`src/rtl/gates_sweep_ctrl.sv`:
```
// Self-running sweep sequencer for the two-input gates datapath: applies (A,B) in
// Gray order 00,01,11,10, waits a programmable settle time, and captures each result.
`timescale 1ns/1ps

module gates_sweep_ctrl #(
    parameter int SETTLE_CYCLES = 2,
    parameter int Z_W           = 8
) (
    input  logic           clk_in,
    input  logic           rst_n_in,
    input  logic           start_in,
    input  logic           abort_in,
    input  logic [Z_W-1:0] z_in,
    output logic           a_out,
    output logic           b_out,
    output logic           busy_out,
    output logic           done_out,
    output logic [1:0]     step_out,
    output logic [3:0]     valid_out,
    input  logic [1:0]     rd_idx_in,
    output logic [Z_W-1:0] rd_data_out
);

    typedef enum logic [1:0] {
        ST_IDLE,
        ST_SETTLE,
        ST_CAPTURE,
        ST_DONE
    } state_t;

    localparam logic [7:0] SETTLE_LAST = 8'(SETTLE_CYCLES - 1);
    localparam logic [1:0] LAST_STEP   = 2'd3;

    state_t         r_state;
    logic [7:0]     r_cnt;
    logic [1:0]     r_step;
    logic           r_a;
    logic           r_b;
    logic [3:0]     r_valid;
    logic [Z_W-1:0] r_result [4];

    state_t         w_state_nxt;
    logic [7:0]     w_cnt_nxt;
    logic [1:0]     w_step_nxt;
    logic           w_a_nxt;
    logic           w_b_nxt;
    logic [3:0]     w_valid_nxt;
    logic           w_cap_en;
    logic [1:0]     w_step_inc;

    // Gray-coded vector {A,B} for a step: 0->00, 1->01, 2->11, 3->10.
    function automatic logic [1:0] gray_vec(input logic [1:0] step);
        return {step[1], step[1] ^ step[0]};
    endfunction

    assign w_step_inc = r_step + 2'd1;

    always_comb begin
        // NOTE: every next-state signal gets a hold default first so no path leaves
        // one unassigned, which would otherwise infer a latch.
        w_state_nxt = r_state;
        w_cnt_nxt   = r_cnt;
        w_step_nxt  = r_step;
        w_a_nxt     = r_a;
        w_b_nxt     = r_b;
        w_valid_nxt = r_valid;
        w_cap_en    = 1'b0;

        case (r_state)
            ST_IDLE: begin
                if (start_in) begin
                    {w_a_nxt, w_b_nxt} = gray_vec(2'd0);
                    w_step_nxt         = 2'd0;
                    w_cnt_nxt          = 8'd0;
                    w_valid_nxt        = 4'b0000;
                    w_state_nxt        = ST_SETTLE;
                end
            end

            ST_SETTLE: begin
                if (abort_in) begin
                    {w_a_nxt, w_b_nxt} = 2'b00;
                    w_step_nxt         = 2'd0;
                    w_state_nxt        = ST_IDLE;
                end else begin
                    w_cnt_nxt = r_cnt + 8'd1;
                    if (r_cnt == SETTLE_LAST) begin
                        w_state_nxt = ST_CAPTURE;
                    end
                end
            end

            ST_CAPTURE: begin
                // Abort wins over the capture: the pending step is neither stored nor marked.
                if (abort_in) begin
                    {w_a_nxt, w_b_nxt} = 2'b00;
                    w_step_nxt         = 2'd0;
                    w_state_nxt        = ST_IDLE;
                end else begin
                    w_cap_en              = 1'b1;
                    w_valid_nxt[r_step]   = 1'b1;
                    if (r_step == LAST_STEP) begin
                        {w_a_nxt, w_b_nxt} = 2'b00;
                        w_state_nxt        = ST_DONE;
                    end else begin
                        w_step_nxt         = w_step_inc;
                        {w_a_nxt, w_b_nxt} = gray_vec(w_step_inc);
                        w_cnt_nxt          = 8'd0;
                        w_state_nxt        = ST_SETTLE;
                    end
                end
            end

            ST_DONE: begin
                w_state_nxt = ST_IDLE;
            end

            default: begin
                w_state_nxt = ST_IDLE;
            end
        endcase
    end

    // NOTE: sequential state uses non-blocking assignments so every register
    // samples the pre-edge values regardless of process ordering.
    always_ff @(posedge clk_in or negedge rst_n_in) begin
        if (!rst_n_in) begin
            r_state <= ST_IDLE;
        end else begin
            r_state <= w_state_nxt;
        end
    end

    always_ff @(posedge clk_in or negedge rst_n_in) begin
        if (!rst_n_in) begin
            r_cnt   <= 8'd0;
            r_step  <= 2'd0;
            r_a     <= 1'b0;
            r_b     <= 1'b0;
            r_valid <= 4'b0000;
        end else begin
            r_cnt   <= w_cnt_nxt;
            r_step  <= w_step_nxt;
            r_a     <= w_a_nxt;
            r_b     <= w_b_nxt;
            r_valid <= w_valid_nxt;
        end
    end

    // NOTE: the result bank is reset on purpose: a reset must wipe results from any
    // earlier sweep, so this is a small register file rather than a RAM.
    always_ff @(posedge clk_in or negedge rst_n_in) begin
        if (!rst_n_in) begin
            for (int k = 0; k < 4; k++) begin
                r_result[k] <= '0;
            end
        end else if (w_cap_en) begin
            r_result[r_step] <= z_in;
        end
    end

    assign a_out       = r_a;
    assign b_out       = r_b;
    assign busy_out    = (r_state == ST_SETTLE) || (r_state == ST_CAPTURE);
    assign done_out    = (r_state == ST_DONE);
    assign step_out    = r_step;
    assign valid_out   = r_valid;
    assign rd_data_out = r_result[rd_idx_in];

endmodule
```
`config.mk`:
```
export PLATFORM = sky130hd
export DESIGN_NAME = gates_sweep_ctrl
export DESIGN_NICKNAME = d
export VERILOG_FILES = /design/src/rtl/gates_sweep_ctrl.sv
export SDC_FILE = /design/constraint.sdc
export NUM_CORES = 1
export LEC_CHECK = 0
export BUFFER_PORTS_ARGS = -buffer_cell sky130_fd_sc_hd__buf_2
export CORE_MARGIN = 2
export CORE_UTILIZATION = 50
export CTS_BUF_LIST = sky130_fd_sc_hd__clkbuf_4 sky130_fd_sc_hd__clkbuf_8
export DETAILED_ROUTE_END_ITERATION = 16
export PLACE_DENSITY = 0.71
export SLEW_MARGIN = 20
export SYNTH_ARGS = -nofsm -noshare
export SYNTH_HDL_FRONTEND = slang
export SYNTH_SLANG_ARGS = --single-unit
export TNS_END_PERCENT = 1
```
`constraint.sdc`:
```
create_clock -name clk_in -period 2.15 [get_ports clk_in]
set_input_delay 0.43 -clock clk_in [delete_from_list [all_inputs] [get_ports clk_in]]
set_output_delay 0.43 -clock clk_in [all_outputs]
set_load 0.03 [all_outputs]
```
==> results of run 1 <==
==> final cells by class <==
cell class,instances,area [um^2],share of cell area
well taps,67,83.8,0.0292
clock buffers,6,76.3,0.0266
multi-input cells,135,1190,0.415
flip-flops and latches,50,1250,0.436
repair buffers,36,205,0.0716
inverters,6,22.5,0.00786
clock inverters,2,37.5,0.0131
==> power groups by stage <==
stage | registers (W) | logic [W] | clock network (W)
global placement | 0.00119 | 0.000840 | 0
CTS | 0.00118 | 0.000849 | 0.000687
global route | 0.00119 | 0.000935 | 0.000723
floorplan | 0.00120 | 0.000610 | 0
detailed placement | 0.00120 | 0.000847 | 0
finish | 0.00117 | 0.000839 | 0.000665
==> through the flow <==
step                       util  setup slack, ps
after floorplan               -              124
after global placement    0.579              188
after detailed placement  0.579              150
after CTS                 0.603              132
after global routing      0.603             17.4
final                     0.603              141
==> logic make-up (layout without fill, tap and decap cells) <==
kind of cell,after synthesis,in the layout,synth area share
AOI/OAI and AO/OA,37,37,0.0985
xor gates and xnor gates,1,1,0.00352
adders and majority gates,12,12,0.0603
buffers and inverters,12,50,0.0191
DFF,50,50,0.503
muxes,42,42,0.225
and+or+nand+nor,43,43,0.0905
==> synthesized netlist by cell type (2+ instances only) <==
cell type / instances
dfrtp_1: 50
mux2_2: 32
nand2_1: 16
ha_1: 12
a21oi_1: 10
o21ai_0: 10
mux4_2: 8
inv_1: 6
nor2_1: 6
nand2b_1: 5
nand3_1: 4
clkbuf_1: 3
nor2b_1: 3
o21ai_1: 3
o31ai_1: 3
buf_2: 2
mux2i_1: 2
o21a_1: 2
o31a_1: 2
o41ai_2: 2
==> worst max-delay path by stage <==
| stage | from | endpoint | cells past startpoint |
|---|---|---|---|
| finish | r_state[0] | r_cnt[5] | 5 |
| global route | r_state[0] | r_result[11] | 5 |
| CTS | r_state[0] | r_cnt[5] | 5 |
| detailed placement | r_state[0] | r_cnt[5] | 5 |
| global placement | r_state[0] | r_cnt[6] | 5 |
| floorplan | step_out[0] | r_cnt[5] | 5 |
==> registers in the layout, summed over array words and instances, names as in the netlist <==
name	cells
r_cnt	8
r_state	2
r_result	32
b_out	1
valid_out	4
a_out	1
step_out	2
==> routing by layer <==
layer  global-route usage  share of wire
met1                0.253           0.48
met2                0.311           0.48
met3               0.0420          0.027
met4               0.0536         0.0048
met5                    0              0
==> results.tsv, run 1 <==
metric	value	unit
status	finished clean	
crit_type	reg -> reg	
fp.dieH	74.6	um
ys_ff_latch	50	
grt_pass1_vias	1615	
cts_buffer_depth	2	
end_kind	register	
start_util	0.523	
min_period	2010	ps
layout.cells.non_filler	302	
rsz0062_at_grt	false	
holdWs	124	ps
internal_power	0.00181	W
synth_cell_types	36	
ff2ff_setup_slack	140	ps
path_cells	inv_1, ha_1, and2_4, or4_1, o41ai_2	
grt_pass1_wl	7780	um
diodes	0	
ys_seq_area_frac	0.503	
via_per_inst	5.39	
clock_latency	290	ps
p_switching	0.000864	W
avgSynthCellArea	12.6	um^2
required	2350	ps
relSlewSlack	0.606	
fin_area	0.00287	mm^2
wirelength	4620	um
cts_made_buffers	5	
slowest_stage	or4_1	
synth_cells	197	
netlist.area_leader.share	0.503	
place.gp.congestion	0.817	
total_power	0.00268	W
ctsHtreeMaxLevel	2	
finalCritPeriodShare	0.935	
dp_hpwl	3390	um
ys_async_sr_fraction	1.00	
die_width	74.6	um
postCtsResizedCells	0	
setup-tns-final	0	ps
post-place-cells	294	
worst-path-buf-inv	1	
cts_tree	yes	
cts_setup_buffers	0	
clock-root-buffer	clkbuf_8	
comb_power_share	0.313	
grt_max_degree	27	
swShare	0.323	
ys.flop_type	dfrtp_1	
ys_top_cells_by_area	dfrtp_1 50%, mux2_2 14%, mux4_2 7.2%	
rows	25	
drc_errors	0	
fp.dieArea	0.00556	mm^2
setup_viol	0	
drive_above_1_share	0.374	
ys_warn_count	0	
final_cell_mix	50 x dfrtp_1, 32 x mux2_2, 31 x buf_2	
skew	4.54	ps
cellLeakagePower	1.40	nW
ant_nets	0	
ir_drop	0.613	mV
min_path_type	in -> async	
place_area	0.00275	mm^2
seqPwrFrac	0.439	
first_pass_iters	4	
via_count	1629	
port_buffers	31	
power_density	934	mW/mm^2
gr-total-overflow	0	
crit_family	simple AND/OR/NAND/NOR gates	
hold_viol	0	
netlist_area	0.00249	mm^2
crit_path_max_fanout	6	
fmax	498	MHz
slowest_delay	640	ps
io_pins	32	
cts_sinks	50	
worstReg2RegEnd	r_cnt[5]	
yosys.area.top_type	dfrtp_1	
critical_path_arrival	2210	ps
mostFrequentLayoutCell	dfrtp_1	
cts_hold_buf	0	
synth_edf_count	0	
nets	260	
reg2reg_depth	5	
clk_pin_slew_worst_paths	90	ps
critPathLaunchType	register	
max_cap_viol_count	0	
core_area	0.00475	mm^2
wl_per_cell	15.3	um
drv_slew	0	
synth_nets	223	
syn_to_final_growth	15.2	%
power_frac_clock	0.248	
tightest_slew	591	ps
antenna_found_initial	0	
grt_use_total	0.189	
drtIter0Drc	67	
fillers	414	
r2r_start	r_state[0]	
Power figures use the tool's default switching activity.
==> inputs of run 2 (changes only) <==
Settings changed: CAP_MARGIN set to 15, PLACE_DENSITY 0.71 to 0.7.
==> run 2 against run 1 <==
  * First-iteration DRC count up 13%
  * Die area unchanged
  * Routed wire length is 2.7% lower
  * Critical endpoint unchanged
  * Largest cell class unchanged
==> results.tsv, run 2 (synthesized netlist as in run 1, its figures left out) <==
metric	value	unit
status	finished clean	
diodes	0	
io_pins	32	
first_pass_iters	4	
core_area	0.00475	mm^2
cts_hold_buf	0	
min_period	2020	ps
grt_max_degree	51	
dp_slack	151	ps
slowest_delay	640	ps
cts_setup_buffers	0	
grt_use_total	0.181	
fp.dieArea	0.00556	mm^2
clock-root-buffer	clkbuf_8	
cts_made_buffers	5	
critical_path_arrival	2230	ps
ctsHtreeMaxLevel	2	
use_met2	0.286	
cts_sinks	50	
max_cap_viol_count	0	
die_width	74.6	um
total_power	0.00268	W
relSlewSlack	0.582	
slowest_stage	or4_1	
multi_input_area	0.00119	mm^2
rsz0062_at_grt	false	
fp.dieH	74.6	um
worst-path-buf-inv	1	
grt_use_met3	0.0407	
port_buffers	31	
wirelength	4500	um
path_cells	inv_1, ha_1, and2_4, or4_1, o41ai_2	
postCtsResizedCells	0	
mostFrequentLayoutCell	dfrtp_1	
met1_usage	0.250	
grt_pass1_wl	7510	um
ant_nets	0	
cts_tree	yes	
drtIter0Drc	76	
dp_hpwl	3150	um
seqCellArea	0.00125	mm^2
regMostFlops	r_result	
drv_slew	0	
end_kind	register	
finalCritPeriodShare	0.940	
via_count	1620	
power_density	938	mW/mm^2
critPathLaunchType	register	
antenna_found_initial	0	
largest_register_ffs	32	
tightest_slew	627	ps
nets	261	
fillers	414	
skew	8.85	ps
fmax	495	MHz
min_path_type	in -> async	
crit_family	simple AND/OR/NAND/NOR gates	
start_util	0.523	
cts_buffer_depth	2	
crit_path_max_fanout	6	
via_per_inst	5.35	
place.gp.congestion	0.772	
rows	25	
hold_viol	0	
post-place-cells	295	
clock_latency	310	ps
crit_type	reg -> reg	
grt_busiest_layer	met2	
gr-total-overflow	0	
final_cell_mix	50 x dfrtp_1, 32 x mux2_2, 31 x buf_2	
wl_per_cell	14.8	um
drive_above_1_share	0.377	
setup_ws	130	ps
clk_pin_slew_worst_paths	100	ps
required	2360	ps
syn_to_final_growth	14.9	%
layout.cells.non_filler	303	
grt_pass1_vias	1540	
cellLeakagePower	1.40	nW
ir_drop	0.622	mV
drc_errors	0	
setup_viol	0	
setup-tns-final	0	ps
[run 2: cell types whose count changed in the layout (fill, tap and decap cells not counted)]
| cell | before | now |
|---|---|---|
| buf_12 | 1 | 0 |
| buf_4 | 4 | 6 |
| clkbuf_4 | 1 | 0 |
| clkinv_2 | 0 | 1 |
| clkinvlp_4 | 1 | 0 |
| inv_6 | 0 | 1 |
[run 2: worst paths after layout]
path                                end  cells past startpoint        from  slack, ps
min reg2reg                       b_out                      2       b_out        500
max                            r_cnt[5]                      5  r_state[0]        130
max in group asynchronous         a_out                      2    rst_n_in       1510
max reg2reg                    r_cnt[5]                      5  r_state[0]        130
min in group clk_in         r_result[0]                      2     z_in[0]        400
min                        r_result[16]                      2    rst_n_in        210
[run 2: where the power goes]
group | leakage [nW] | internal (W) | switching, W
sequential | 0.680 | 0.00109 | 0.0000884
clock | 0.0585 | 0.000349 | 0.000324
combinational | 0.660 | 0.000363 | 0.000473
total | 1.40 | 0.00180 | 0.000885
[run 2: final cells by class]
type,count,share of cell area
sequential,50,0.437
tap,67,0.0293
multi-input combinational,135,0.416
inverter,6,0.00787
clock inverter,3,0.0153
timing repair buffer,37,0.0700
clock buffer,5,0.0241
[run 2: stage by stage]
step	util	hold slack [ps]	instance area, um^2
final	0.602	215	2860
after global routing	0.602	261	2860
after global placement	0.578	464	2750
after detailed placement	0.578	483	2750
after floorplan	-	134	2490
after CTS	0.602	238	2860
[run 2: per-layer routing]
layer | vias to the layer above | share of wire
li1 | 793 | -
met1 | 795 | 0.49
met2 | 26 | 0.46
met3 | 6 | 0.031
met4 | 0 | 0.013
met5 | - | 0
==> inputs of run 3 (changes only) <==
==> constraint.sdc (replaced) <==
create_clock -name clk_in -period 2.15 [get_ports clk_in]
set_input_delay 0.1075 -clock clk_in [delete_from_list [all_inputs] [get_ports clk_in]]
set_output_delay 0.1075 -clock clk_in [all_outputs]
set_load 0.03 [all_outputs]
==> run 3 against run 2 <==
  * Register-to-register slack better by 60 ps
  * Non-clock buffer count is 1 higher
  * Clock skew is 1.9 ps higher
  * Fmax is 3.1% higher
  * Sequential power hardly changed
  * Critical path depth stayed put
  * Critical endpoint is now r_result[2]
  * Die area stayed put
  * Largest power group unchanged
  * Critical path type unchanged
==> results.tsv, run 3 (synthesized netlist as in run 1, its figures left out) <==
metric	value	unit
dp_hpwl	3230	um
io_pins	32	
largest_register_ffs	32	
status	finished clean	
rows	25	
wl_met1	2130	um
drtIter0Drc	43	
clk_pin_slew_worst_paths	100	ps
wl_per_cell	14.5	um
die_width	74.6	um
setup_viol	0	
syn_to_final_growth	15.5	%
critPathLaunchType	register	
crit_path_max_fanout	8	
min_path_type	in -> reg	
fp.dieH	74.6	um
drc_errors	0	
nets	262	
cts_made_buffers	5	
tightest_slew	425	ps
finalCritPeriodShare	0.911	
cellLeakagePower	1.41	nW
min_period	1960	ps
mostFrequentLayoutCell	dfrtp_1	
cts_sinks	50	
end_kind	register	
via_per_inst	5.30	
drive_above_1_share	0.380	
port_buffers	31	
dr_wl_met2	2090	um
required	2340	ps
routed.top_layer	met4	
drv_slew	0	
relSlewSlack	0.716	
wirelength	4420	um
antenna_found_initial	0	
dp_slack	143	ps
regMostFlops	r_result	
ir_drop	0.612	mV
fmax	510	MHz
first_pass_iters	4	
wl_met3	163	um
cts_setup_buffers	0	
core_area	0.00475	mm^2
via_count	1611	
hold_viol	0	
fillers	390	
rsz0062_at_grt	false	
critical_path_arrival	2150	ps
grt_max_degree	26	
grt_pass1_vias	1670	
cts_tree	yes	
ant_nets	0	
start_util	0.523	
ctsHtreeMaxLevel	2	
final_cell_mix	50 x dfrtp_1, 32 x mux2_2, 31 x buf_2	
skew	10.7	ps
diodes	0	
max_cap_viol_count	0	
clock_latency	310	ps
power_density	933	mW/mm^2
grt_use_total	0.186	
clock-root-buffer	clkbuf_8	
setup_ws	190	ps
cts_buffer_depth	2	
setup-tns-final	0	ps
place.gp.congestion	0.827	
fp.dieArea	0.00556	mm^2
grt_pass1_wl	7730	um
crit_type	reg -> reg	
gr-total-overflow	0	
==> run 3: per-layer routing <==
layer  global-route usage  vias up
met5                    0        -
met4               0.0516        0
met3               0.0542        6
met2                0.314       26
met1                0.234      777
li1                     -      802
==> run 3: timing repair <==
item	4_1_cts	5_1_grt
endpoints found under the setup margin	0	2
endpoints found under the hold margin	50	0
hold buffers	1	0
gates resized for setup	0	1
==> run 3: metrics by stage <==
step                std cells  area [um^2]   util  hold WS, ps  power (W)
finish                    304         2870  0.604         72.4    0.00268
global route              304         2870  0.604         66.3    0.00287
CTS                       304         2870  0.604         70.0    0.00271
floorplan                 197         2490      -         -188    0.00181
global placement          295         2750  0.578        -91.8    0.00203
detailed placement        295         2750  0.578        -92.3    0.00204
==> run 3: cell type report <==
cell class	count	area, um^2	share of cell area
clock inverter	3	43.8	0.0152
timing repair buffer	38	210	0.0731
sequential	50	1250	0.435
tap	67	83.8	0.0292
multi-input combinational	135	1190	0.415
clock buffer	5	68.8	0.0239
inverter	6	22.5	0.00784
==> run 3: worst max-delay path, stage by stage (launching register included) <==
cell     delay, ps
dfrtp_1        410
inv_1          150
ha_1           230
nor2b_1        330
nand2_1        350
mux2_2         380
==> run 3: report_power, final <==
part | total [W] | switching (W) | internal, W
clock | 0.000665 | 0.000316 | 0.000349
combinational | 0.000847 | 0.000474 | 0.000374
sequential | 0.00117 | 0.0000841 | 0.00109
total | 0.00268 | 0.000874 | 0.00181
==> run 3: final timing paths <==
kind                             from           end  slack [ps]  cells past startpoint
max                        r_state[0]   r_result[2]         190                      5
min                           z_in[7]  r_result[15]          70                      2
max reg2reg                r_state[0]   r_result[2]         190                      5
min reg2reg                     a_out         a_out         490                      2
max in group asynchronous    rst_n_in  r_result[13]        1530                      3
min in group asynchronous    rst_n_in  r_result[24]         110                      2
